--- src/rtl/lane_sched_pkg.sv ---
// Shared types, widths and the lane-period helper for the lane scheduler.
// Optional feature macro used by the top: LANE_ALT_DIR_EN.
package lane_sched_pkg;

    localparam int LEVEL_W = 3;
    localparam int LIVES_W = 2;
    localparam int CNT_W   = 5;

    typedef enum logic [1:0] {
        IDLE  = 2'd0,
        RUN   = 2'd1,
        PAUSE = 2'd2,
        OVER  = 2'd3
    } state_e;

    // Frames per move for a lane; clamps at 1 instead of wrapping when level+lane reaches base.
    function automatic logic [CNT_W-1:0] lane_period(
        input logic [3:0]         base,
        input logic [LEVEL_W-1:0] level,
        input logic [2:0]         lane
    );
        logic [CNT_W-1:0] sum;
        sum = CNT_W'(level) + CNT_W'(lane);
        if (sum >= CNT_W'(base)) begin
            return CNT_W'(1);
        end
        return CNT_W'(base) - sum;
    endfunction

endpackage

--- src/rtl/lane_divider.sv ---
// Per-lane frame divider: counts enabled frame strobes and emits a registered
// one-cycle move strobe every period_i frames; clr_i restarts the count.
module lane_divider
    import lane_sched_pkg::*;
(
    input  logic             i_clk,
    input  logic             i_rst,
    input  logic             en_i,
    input  logic             clr_i,
    input  logic             ani_stb_i,
    input  logic [CNT_W-1:0] period_i,
    output logic             stb_o
);

    logic [CNT_W-1:0] cnt_q, cnt_d;
    logic             stb_q, stb_d;

    // NOTE: next-state is computed with blocking assignments in always_comb and every
    // variable gets a default first, so no latch can be inferred; registers use <= only.
    always_comb begin
        cnt_d = cnt_q;
        stb_d = 1'b0;
        if (clr_i) begin
            cnt_d = '0;
        end else if (en_i && ani_stb_i) begin
            if (cnt_q == period_i - CNT_W'(1)) begin
                cnt_d = '0;
                stb_d = 1'b1;
            end else begin
                cnt_d = cnt_q + CNT_W'(1);
            end
        end
    end

    always_ff @(posedge i_clk) begin
        if (i_rst) begin
            cnt_q <= '0;
            stb_q <= 1'b0;
        end else begin
            cnt_q <= cnt_d;
            stb_q <= stb_d;
        end
    end

    assign stb_o = stb_q;

endmodule

--- src/rtl/lane_scheduler.sv ---
// Game-state FSM, lives/level tracking and per-lane move strobes for the obstacle rows.
// Define LANE_ALT_DIR_EN to add o_lane_dir (alternating lane directions, flipped per level-up).
module lane_scheduler
    import lane_sched_pkg::*;
#(
    parameter int N_LANES    = 4,
    parameter int BASE_DIV   = 8,
    parameter int MAX_LEVEL  = 7,
    parameter int LIVES_INIT = 3
) (
    input  logic               i_clk,
    input  logic               i_rst,
    input  logic               i_ani_stb,
    input  logic               i_start,
    input  logic               i_pause,
    input  logic               i_hit,
    input  logic               i_goal,
    output logic [N_LANES-1:0] o_lane_stb,
`ifdef LANE_ALT_DIR_EN
    output logic [N_LANES-1:0] o_lane_dir,
`endif
    output logic               o_animate,
    output logic               o_lane_rst,
    output logic [1:0]         o_state,
    output logic [LEVEL_W-1:0] o_level,
    output logic [LIVES_W-1:0] o_lives
);

    localparam logic [LEVEL_W-1:0] LEVEL_MAX = LEVEL_W'(MAX_LEVEL);
    localparam logic [LIVES_W-1:0] LIVES_RST = LIVES_W'(LIVES_INIT);

    state_e             state_q;
    logic [LEVEL_W-1:0] level_q;
    logic [LIVES_W-1:0] lives_q;
    logic               lane_rst_q;

    logic in_run, start_evt, hit_evt, goal_evt, cnt_clr, cnt_en;

    // Any hit clears the dividers, including the last one, so no strobe leaks into OVER.
    always_comb begin
        in_run    = (state_q == RUN);
        start_evt = i_start && (state_q == IDLE || state_q == OVER);
        hit_evt   = in_run && i_hit;
        goal_evt  = in_run && i_goal && !i_hit;
        cnt_clr   = start_evt || hit_evt || goal_evt;
        cnt_en    = in_run && !i_pause;
    end

    // Within RUN the priority is hit, then goal, then pause; a pause held alongside
    // a hit or goal takes effect on the following cycle.
    always_ff @(posedge i_clk) begin
        if (i_rst) begin
            state_q    <= IDLE;
            level_q    <= '0;
            lives_q    <= LIVES_RST;
            lane_rst_q <= 1'b1;
        end else begin
            lane_rst_q <= 1'b0;
            case (state_q)
                IDLE, OVER: begin
                    if (i_start) begin
                        state_q    <= RUN;
                        lives_q    <= LIVES_RST;
                        level_q    <= '0;
                        lane_rst_q <= 1'b1;
                    end
                end
                RUN: begin
                    if (i_hit) begin
                        if (lives_q == LIVES_W'(1)) begin
                            lives_q <= '0;
                            state_q <= OVER;
                        end else begin
                            lives_q    <= lives_q - LIVES_W'(1);
                            lane_rst_q <= 1'b1;
                        end
                    end else if (i_goal) begin
                        if (level_q != LEVEL_MAX) begin
                            level_q <= level_q + LEVEL_W'(1);
                        end
                        lane_rst_q <= 1'b1;
                    end else if (i_pause) begin
                        state_q <= PAUSE;
                    end
                end
                PAUSE: begin
                    if (!i_pause) begin
                        state_q <= RUN;
                    end
                end
                default: state_q <= IDLE;
            endcase
        end
    end

    for (genvar k = 0; k < N_LANES; k++) begin : g_lane
        lane_divider u_div (
            .i_clk     (i_clk),
            .i_rst     (i_rst),
            .en_i      (cnt_en),
            .clr_i     (cnt_clr),
            .ani_stb_i (i_ani_stb),
            .period_i  (lane_period(4'(BASE_DIV), level_q, 3'(k))),
            .stb_o     (o_lane_stb[k])
        );
    end

`ifdef LANE_ALT_DIR_EN
    localparam logic [7:0]         DIR_ALL  = 8'h55;
    localparam logic [N_LANES-1:0] DIR_INIT = DIR_ALL[N_LANES-1:0];

    logic [N_LANES-1:0] dir_q;

    always_ff @(posedge i_clk) begin
        if (i_rst || start_evt) begin
            dir_q <= DIR_INIT;
        end else if (goal_evt && level_q != LEVEL_MAX) begin
            dir_q <= ~dir_q;
        end
    end

    assign o_lane_dir = dir_q;
`endif

    assign o_animate  = in_run;
    assign o_lane_rst = lane_rst_q;
    assign o_state    = state_q;
    assign o_level    = level_q;
    assign o_lives    = lives_q;

endmodule

--- config.mk ---
export PLATFORM = sky130hd
export DESIGN_NAME = lane_scheduler
export DESIGN_NICKNAME = d
export VERILOG_FILES = /design/src/rtl/lane_sched_pkg.sv /design/src/rtl/lane_divider.sv /design/src/rtl/lane_scheduler.sv
export SDC_FILE = /design/constraint.sdc
export NUM_CORES = 1
export LEC_CHECK = 0
export ABC_AREA = 1
export CORE_MARGIN = 3
export CORE_UTILIZATION = 45
export CTS_CLUSTER_DIAMETER = 120
export CTS_CLUSTER_SIZE = 20
export DETAILED_ROUTE_END_ITERATION = 8
export SYNTH_ARGS = -nofsm -noshare
export SYNTH_HDL_FRONTEND = slang
export SYNTH_HIERARCHICAL = 1
export SYNTH_SLANG_ARGS = --single-unit
--- constraint.sdc ---
create_clock -name i_clk -period 6.6 [get_ports i_clk]
set_clock_uncertainty 0.15 [all_clocks]
set_input_delay 1.32 -clock i_clk [delete_from_list [all_inputs] [get_ports i_clk]]
set_output_delay 1.32 -clock i_clk [all_outputs]
set_load 0.005 [all_outputs]
==> reports/results.ini <==
[finish]
fin_area_mm2 = 0.00305
drive_above_1_share_pct = 11.1
nets = 504
final_cell_mix = 130 x nand2_1, 84 x nor2_1, 70 x inv_1
fin_util_pct = 54.1
mostFrequentLayoutCell = nand2_1
area_growth_pct = 13.4
fillCellCount = 587
diodes = 0
fin_cells = 549

[synthesis]
synth.distinct_cells = 25
yosys-top-cells-area = dfxtp_1 24%, nand2_1 18%, nor2_1 12%, ha_1 9.8%, inv_1 9.8%
syn_area_per_cell_um2 = 5.98
ys_ff_latch = 32
netlist.top_cell.by_area = dfxtp_1
netlist_instances = 450
yosysSeqAreaShare_pct = 23.8
syn-cell-area_mm2 = 0.00269
yosysWarnings = 6
yosysTopAreaCellShare_pct = 23.8

[placement]
gp_congestion = 0.829
dp_hpwl_um = 4200
place_inst = 541
io_buffers = 19
place_area_mm2 = 0.00296

[timing]
slew_viol_final = 0
hold_slack_ns = 0.370
finalHoldViolCount = 0
timing.fmax_mhz = 306
tns_ns = 0
rsz0062_at_grt = false
worstMarginPinSlew_ns = 0.689
setup_viol = 0
finalCritPeriodShare_pct = 49.5
max_slew_margin_pct = 53.6
final.min_clock_period_ns = 3.27

[setup_path]
reg2reg_depth = 17
rr_endpoint = g_lane[3].u_div/cnt_q[4]
critPathRequiredTime_ns = 5.13
cp-startpoint = o_state[1]
critPathArrivalTime_ns = 1.80
crit_fanout = 11
worstPathCellList = inv_1 > ha_1 > clkdlybuf4s50_1
r2r-start = o_level[0]
endpoint = o_animate
crit_type = register to output port
cp_slowest_cell = clkdlybuf4s50_1
start_kind = register
max_stage_delay_ns = 0.61
cp-end-kind = output port
rrSetupSlack_ns = 3.59

[floorplanning]
initial_core_util_pct = 47.7
die_x_um = 83.3
core-area_mm2 = 0.00564
die_y_um = 83.3
io_pins = 20
rows = 27
dieArea_mm2 = 0.00694

[routing]
first_pass_iters = 4
viasPerCell = 4.43
drc = 0
wl_per_cell_um = 9.48
drt-initial-drc-count = 84
antenna_left = 0
num_vias = 2434
drt-total-wl_um = 5210

[clock_tree]
cts_resized = 0
cts.path.max_buffers = 2
cts_buffers = 5
clk_pin_slew_ns = 0.07
hold_buffers = 0
htree_levels = 2
cts-root-buf = clkbuf_8
postCtsSetupRepairBufs = 0
worstSkewPairLatency_ns = 0.28
cts.sinks = 32
cts_tree = built

[pwr]
peakVddDrop_uv = 233
p_leak_nw = 1.62
powerDensity_mw_per_mm2 = 403

[global_route]
antenna_found_initial = 0
track_usage_pct = 15.8
globalRouteOverflowTotal = 0
grt_max_degree = 16
grt_first_pass_wirelength_um = 9300
grt_pass1_vias = 2183

[min_path]
hold_path_class = register to register
min_from = o_lives[1]

[outcome]
status = finished clean

[flow_run]
max_cap_viol_count = 0

[registers in the layout, indices dropped and copies added, names as in the netlist]
name	cells
g_lane.u_div/stb_o	4
g_lane.u_div/cnt_q	20
o_state	2
o_level	3
o_lane_rst	1
o_lives	2
[per-stage QoR]
step / setup slack, ns / total power (W)
floorplan: 4.07 / 0.000912
global placement: 3.52 / 0.00108
detailed placement: 3.52 / 0.00108
CTS: 3.30 / 0.00125
global route: 3.16 / 0.00139
finish: 3.33 / 0.00123
[cell families after synthesis]
kind of cell,Yosys count,synth area share (%)
adder cells (fa/ha/maj),21,9.77
AND/OR/NAND/NOR,278,43.9
buffers and inverters,84,12.2
other,1,0.139
flip-flops,32,23.8
multiplexers,4,1.49
AO/OA/AOI/OAI,11,2.46
XOR/XNOR,19,6.19
[synthesized netlist by cell type]
cell      count
nand2_1     130
nor2_1       84
inv_1        70
dfxtp_1      32
nand3_1      24
nand2_2      22
ha_1         21
xor2_1       19
inv_2        11
nor3_1        7
nor2_2        6
a21oi_1       4
mux2i_1       4
nand3_2       3
o211ai_1      2
o21ai_1       2
a21o_1        1
a21oi_2       1
buf_4         1
buf_6         1
conb_1        1
inv_4         1
nor2_4        1
nor4_1        1
o21ai_0       1
[worst max-delay path, delay by kind of cell (launching register included)]
family	cells	cell delay, ns
buf+inv	2	0.68
fa+ha+maj	1	0.49
flops	1	0.35
[where the power goes]
group,switching [W],internal [W]
clock network,0.0000719,0.0000831
registers,0.0000347,0.000218
logic,0.000505,0.000318
[per-layer routing]
layer  up-vias  global-route usage, %  wire [um]
met1      1018                   21.6       2800
met2        18                   25.4       2200
met4         0                   4.46         70
met3         6                   2.98        134
li1       1392                      -          -
met5         -                      0          0
[layout make-up]
| class | count | area [um2] | area share (%) |
|---|---|---|---|
| clock buffers | 6 | 82.6 | 2.71 |
| well taps | 72 | 90.1 | 2.95 |
| repair buffers | 19 | 190 | 6.23 |
| clock inverters | 2 | 10.0 | 0.328 |
| multi-input cells | 336 | 1730 | 56.6 |
| inverters | 82 | 310 | 10.2 |
| flip-flops and latches | 32 | 641 | 21.0 |
[how the worst min path moves through the flow]
stage / end / slack, ns / cells past startpoint
2_1_floorplan: o_lives[0] / 0.35 / 2
3_3_place_gp: o_lives[1] / 0.36 / 2
3_5_place_dp: o_lives[1] / 0.36 / 2
4_1_cts: o_lives[1] / 0.38 / 2
5_1_grt: o_lives[0] / 0.39 / 2
6_report: o_lives[1] / 0.37 / 2
(Power assumes the default switching activity.)
==> RTL edit 1, RTL diff (same flow settings) <==
Set the parameter `MAX_LEVEL` to 3 (it was 7).
--- a/src/rtl/lane_scheduler.sv
+++ b/src/rtl/lane_scheduler.sv
@@ -6,5 +6,5 @@
     parameter int N_LANES    = 4,
     parameter int BASE_DIV   = 8,
-    parameter int MAX_LEVEL  = 7,
+    parameter int MAX_LEVEL  = 3,
     parameter int LIVES_INIT = 3
 ) (
Check against the original RTL: not equivalent (Yosys sat finds a counterexample within 10 cycles, from zero or initial values and one cycle with i_rst high).
==> RTL edit 1 against the unedited design <==
  * Setup slack better by 34 ps
  * Wire length up 0.33%
  * Sequential cell count unchanged
  * Area after synthesis down 1.6%
  * Total power down 5.2%
  * Final area down 0.12%
  * Maximum frequency up 1.1%
  * Count of clock-buffer cells in the layout unchanged
  * Largest cell class unchanged
  * Largest power group unchanged
==> RTL edit 1: results (changes against the unedited design) <==
{| class="wikitable"
! Metric !! Value
|-
| Status || finished clean (unchanged)
|-
| Number of ordinary inverters in the final layout || 80 (was 82)
|-
| Number of distinct standard cells referenced by the synthesized netlist || 24 (was 25)
|-
| Cell depth of the worst flop-to-flop path || 16 (was 17)
|-
| Final cell count without fillers || 546 (was 549)
|-
| Number of fillers in the final layout || 595 (was 587)
|-
| Critical register-to-register path endpoint || g_lane[1].u_div/cnt_q[0]$_SDFFE_PP0P_ (was g_lane[3].u_div/cnt_q[4]$_SDFFE_PP0P_)
|-
| First-pass GRT wire length || 8.84 mm (was 9.30 mm)
|-
| Flip-flop and latch count || 32 (unchanged)
|-
| Floorplan core area || 5610 µm² (was 5640 µm²)
|-
| Post-place setup slack || 3550 ps (was 3520 ps)
|-
| Multi-Input Combinational || 335 (was 336)
|-
| Clk pwr || roughly 150 µW
|-
| Gate count of the mapped netlist || 437 (was 450)
|-
| Final routed wirelength across all metal layers || 5.22 mm (was 5.21 mm)
|-
| Largest net degree at the start of global routing || 15 (was 16)
|-
| Fraction of the cycle the final worst path needs || 0.490 (was 0.495)
|-
| Register share of the cell area || 0.210 (about the same)
|-
| Final total power || 1170 µW (was 1230 µW)
|-
| Number of cells in the design after placement || 538 (was 541)
|-
| Top cells by area, synth || sky130_fd_sc_hd__dfxtp_1 24%, sky130_fd_sc_hd__nand2_1 17%, sky130_fd_sc_hd__ha_1 11% (was sky130_fd_sc_hd__dfxtp_1 24%, sky130_fd_sc_hd__nand2_1 18%, sky130_fd_sc_hd__nor2_1 12%)
|-
| Post-detailed-placement half-perimeter wirelength || 4.15 mm (was 4.20 mm)
|-
| Seq/Total Area, Yosys || 0.242 (was 0.238)
|-
| Buffers outside the clock class || 19 (unchanged)
|-
| Worst flop-to-flop path startpoint || o_level[0]$_SDFFE_PP0P_ (unchanged)
|-
| Worst IR drop on VDD || 0.195 mV (was 0.233 mV)
|-
| ClkCell Share || 0.0304 (was 0.0303)
|-
| Post-placement cell area || 2960 µm² (about the same)
|-
| Leakage power total || 0.00161 µW (was 0.00162 µW)
|-
| Global routing usage summed across all routing layers || 0.165 (was 0.158)
|-
| Non-clock buffering overhead in the final layout || 0.0624 (was 0.0623)
|-
| Relative area change from synthesis to final layout || 15.2% (was 13.4%)
|-
| Iter 0 DRT Violations || 67 (was 84)
|-
| Fraction of final layout cells with drive strength greater than 1 || 0.101 (was 0.111)
|-
| Logic gate share of total power || 0.652 (was 0.669)
|-
| Switching Fraction || 0.492 (was 0.497)
|-
| Via count of the first global-routing pass || 2164 (was 2183)
|-
| Routed via count || 2437 (was 2434)
|-
| Proportion of cell area occupied by multi-input gates || 0.569 (was 0.566)
|-
| Data arrival time of the critical path || 1760 ps (was 1800 ps)
|}
RTL edit 1: cell types whose count changed in the layout (fill, tap and decap cells not counted), moves of 2 or more:
cell,before,now
sky130_fd_sc_hd__conb_1,3,13
sky130_fd_sc_hd__nand2_1,130,123
sky130_fd_sc_hd__nor2_1,84,80
sky130_fd_sc_hd__ha_1,21,24
sky130_fd_sc_hd__o21ai_0,1,4
sky130_fd_sc_hd__nor3_1,7,5
RTL edit 1: cells by family after synthesis:
| family | Yosys count | synth area share |
|---|---|---|
| AOI/OAI and AO/OA | 13 | 0.0284 |
| buffers and inverters | 82 | 0.120 |
| xor gates and xnor gates | 18 | 0.0596 |
| and+or+nand+nor | 263 | 0.420 |
| other | 1 | 0.00142 |
| muxes | 4 | 0.0151 |
| adders and majority gates | 24 | 0.113 |
| DFF | 32 | 0.242 |
RTL edit 1: worst min path at each step:
stage	startpoint	end	slack [ps]	cells after the start
2_1_floorplan	o_lives[0]$_SDFFE_PP1P_	o_lives[0]$_SDFFE_PP1P_	350	2
3_3_place_gp	o_lives[0]$_SDFFE_PP1P_	o_lives[0]$_SDFFE_PP1P_	370	2
3_5_place_dp	o_lives[0]$_SDFFE_PP1P_	o_lives[0]$_SDFFE_PP1P_	360	2
4_1_cts	o_lives[1]$_SDFFE_PP1P_	o_lives[1]$_SDFFE_PP1P_	380	2
5_1_grt	o_lives[1]$_SDFFE_PP1P_	o_lives[1]$_SDFFE_PP1P_	420	2
6_report	o_lives[1]$_SDFFE_PP1P_	o_lives[1]$_SDFFE_PP1P_	380	2
RTL edit 1: metal layers:
layer,up-vias,wire [µm],GRT usage,share of wire
met5,-,0,0,0
met3,4,126,0.0293,0.024
met2,23,2350,0.284,0.45
met4,0,61,0.0539,0.012
li1,1368,-,-,-
met1,1042,2680,0.207,0.51
==> RTL edit 2, RTL diff (same settings) <==
Made on the original files. Register the inputs `i_ani_stb`, `i_start`, `i_pause`, `i_hit` and `i_goal` before use. The logic sees them one clock later.
--- a/src/rtl/lane_scheduler.sv
+++ b/src/rtl/lane_scheduler.sv
@@ -30,4 +30,18 @@
     localparam logic [LIVES_W-1:0] LIVES_RST = LIVES_W'(LIVES_INIT);
 
+    logic i_ani_stb_q;
+    logic i_start_q;
+    logic i_pause_q;
+    logic i_hit_q;
+    logic i_goal_q;
+
+    always_ff @(posedge i_clk) begin
+        i_ani_stb_q <= i_ani_stb;
+        i_start_q   <= i_start;
+        i_pause_q   <= i_pause;
+        i_hit_q     <= i_hit;
+        i_goal_q    <= i_goal;
+    end
+
     state_e             state_q;
     logic [LEVEL_W-1:0] level_q;
@@ -40,9 +54,9 @@
     always_comb begin
         in_run    = (state_q == RUN);
-        start_evt = i_start && (state_q == IDLE || state_q == OVER);
-        hit_evt   = in_run && i_hit;
-        goal_evt  = in_run && i_goal && !i_hit;
+        start_evt = i_start_q && (state_q == IDLE || state_q == OVER);
+        hit_evt   = in_run && i_hit_q;
+        goal_evt  = in_run && i_goal_q && !i_hit_q;
         cnt_clr   = start_evt || hit_evt || goal_evt;
-        cnt_en    = in_run && !i_pause;
+        cnt_en    = in_run && !i_pause_q;
     end
 
@@ -59,5 +73,5 @@
             case (state_q)
                 IDLE, OVER: begin
-                    if (i_start) begin
+                    if (i_start_q) begin
                         state_q    <= RUN;
                         lives_q    <= LIVES_RST;
@@ -67,5 +81,5 @@
                 end
                 RUN: begin
-                    if (i_hit) begin
+                    if (i_hit_q) begin
                         if (lives_q == LIVES_W'(1)) begin
                             lives_q <= '0;
@@ -75,15 +89,15 @@
                             lane_rst_q <= 1'b1;
                         end
-                    end else if (i_goal) begin
+                    end else if (i_goal_q) begin
                         if (level_q != LEVEL_MAX) begin
                             level_q <= level_q + LEVEL_W'(1);
                         end
                         lane_rst_q <= 1'b1;
-                    end else if (i_pause) begin
+                    end else if (i_pause_q) begin
                         state_q <= PAUSE;
                     end
                 end
                 PAUSE: begin
-                    if (!i_pause) begin
+                    if (!i_pause_q) begin
                         state_q <= RUN;
                     end
@@ -100,5 +114,5 @@
             .en_i      (cnt_en),
             .clr_i     (cnt_clr),
-            .ani_stb_i (i_ani_stb),
+            .ani_stb_i (i_ani_stb_q),
             .period_i  (lane_period(4'(BASE_DIV), level_q, 3'(k))),
             .stb_o     (o_lane_stb[k])
Function: changed (a bounded check fails within 4 cycles, from zero or initial values and one cycle with i_rst high).
==> RTL edit 2 against the unedited design <==
  * Area after synthesis up 3.3%
  * Clock power up 31%
  * Combinational power up 2%
  * Setup slack better by 65 ps
  * Largest cell class unchanged
  * Final area up 3.7%
  * Total power up 7.7%
  * Critical path type unchanged
  * Largest power group unchanged
  * Sequential cell count up 5
  * Wire length up 5.1%
==> RTL edit 2: results (changes against the unedited design) <==
{| class="wikitable"
! Metric !! Value
|-
| Status || finished clean (unchanged)
|-
| Start point of the critical path || o_state[0]$_SDFFE_PP0P_ (was o_state[1]$_SDFFE_PP0P_)
|-
| Met2 demand-to-capacity share in global routing || 0.273 (was 0.254)
|-
| Adder and majority gate portion of the synthesized area || 0.0901 (was 0.0977)
|-
| Met1 Resource Use GR || 0.207 (was 0.216)
|-
| Routed via count || 2556 (was 2434)
|-
| First-pass GRT wire length || 9.76 mm (was 9.30 mm)
|-
| Critical register-to-register path endpoint || g_lane[3].u_div/cnt_q[1]$_SDFFE_PP0P_ (was g_lane[3].u_div/cnt_q[4]$_SDFFE_PP0P_)
|-
| Routed met3 length || 170 µm (was 134 µm)
|-
| Final net count || 509 (was 504)
|-
| Final cell count without fillers || 555 (was 549)
|-
| Worst IR drop on VDD || 0.191 mV (was 0.233 mV)
|-
| Data arrival time of the critical path || 1730 ps (was 1800 ps)
|-
| Met3 Use GR || 0.0285 (was 0.0298)
|-
| Placer congestion estimate || 0.836 (was 0.829)
|-
| Parity-gate share of the synthesized area counting xor and xnor cells || 0.0658 (was 0.0619)
|-
| Slew HR || 0.561 (was 0.536)
|-
| Number of cells in the design after placement || 547 (was 541)
|-
| Fraction of final layout cells with drive strength greater than 1 || 0.0994 (was 0.111)
|-
| Post-placement cell area || 3050 µm² (was 2960 µm²)
|-
| Global routing usage summed across all routing layers || 0.160 (was 0.158)
|-
| Wire length on met2 || 2.51 mm (was 2.20 mm)
|-
| Wirelength per Cell || 9.86 µm (was 9.48 µm)
|-
| Seq/Total Area, Yosys || 0.267 (was 0.238)
|-
| Complex-gate fraction of the synthesized area || 0.0230 (was 0.0247)
|-
| Most frequent cells after synthesis || 135 x sky130_fd_sc_hd__nand2_1, 83 x sky130_fd_sc_hd__nor2_1, 72 x sky130_fd_sc_hd__inv_1 (was 130 x sky130_fd_sc_hd__nand2_1, 84 x sky130_fd_sc_hd__nor2_1, 70 x sky130_fd_sc_hd__inv_1)
|}
RTL edit 2: cell families (layout without fill, tap and decap cells):
family / after synthesis / count (layout)
simple gates: 278 / 278
xor+xnor: 20 / 20
mux: 4 / 4
compound gates: 11 / 11
other cells: 1 / 3
buf+inv: 85 / 110
flops: 37 / 37
fa+ha+maj: 20 / 20
RTL edit 2: worst min-delay path by stage:
stage | cells after the start | to | slack (ps) | startpoint
6_report | 2 | o_lives[1]$_SDFFE_PP1P_ | 370 | o_lives[1]$_SDFFE_PP1P_
5_1_grt | 2 | o_lives[1]$_SDFFE_PP1P_ | 410 | o_lives[1]$_SDFFE_PP1P_
4_1_cts | 2 | o_lives[1]$_SDFFE_PP1P_ | 370 | o_lives[1]$_SDFFE_PP1P_
3_5_place_dp | 2 | o_lives[0]$_SDFFE_PP1P_ | 360 | o_lives[0]$_SDFFE_PP1P_
3_3_place_gp | 2 | o_lives[1]$_SDFFE_PP1P_ | 360 | o_lives[1]$_SDFFE_PP1P_
2_1_floorplan | 2 | o_lives[0]$_SDFFE_PP1P_ | 350 | o_lives[0]$_SDFFE_PP1P_
RTL edit 2: area by class of cell:
type	count	area, µm²
Fill cell	620	2580
Multi-Input combinational cell	336	1720
Sequential cell	37	741
Inverter	83	312
Timing Repair Buffer	19	190
Tap cell	72	90.1
Clock buffer	7	86.3
Clock inverter	1	30.0
RTL edit 2: report_power, final:
| group | leakage (µW) | switching, µW | internal [µW] |
|---|---|---|---|
| sequential | 0.000302 | 35.5 | 249 |
| combinational | 0.00131 | 515 | 322 |
| clock | 0.0000585 | 79.8 | 123 |
| total | 0.00167 | 631 | 694 |
RTL edit 2: tightest hold or removal path: cells and delay by family, from the launching register on:
kind                   cells  cell delay [ps]
buffers and inverters      1               70
DFF                        1              310
AOI/OAI and AO/OA          1               90
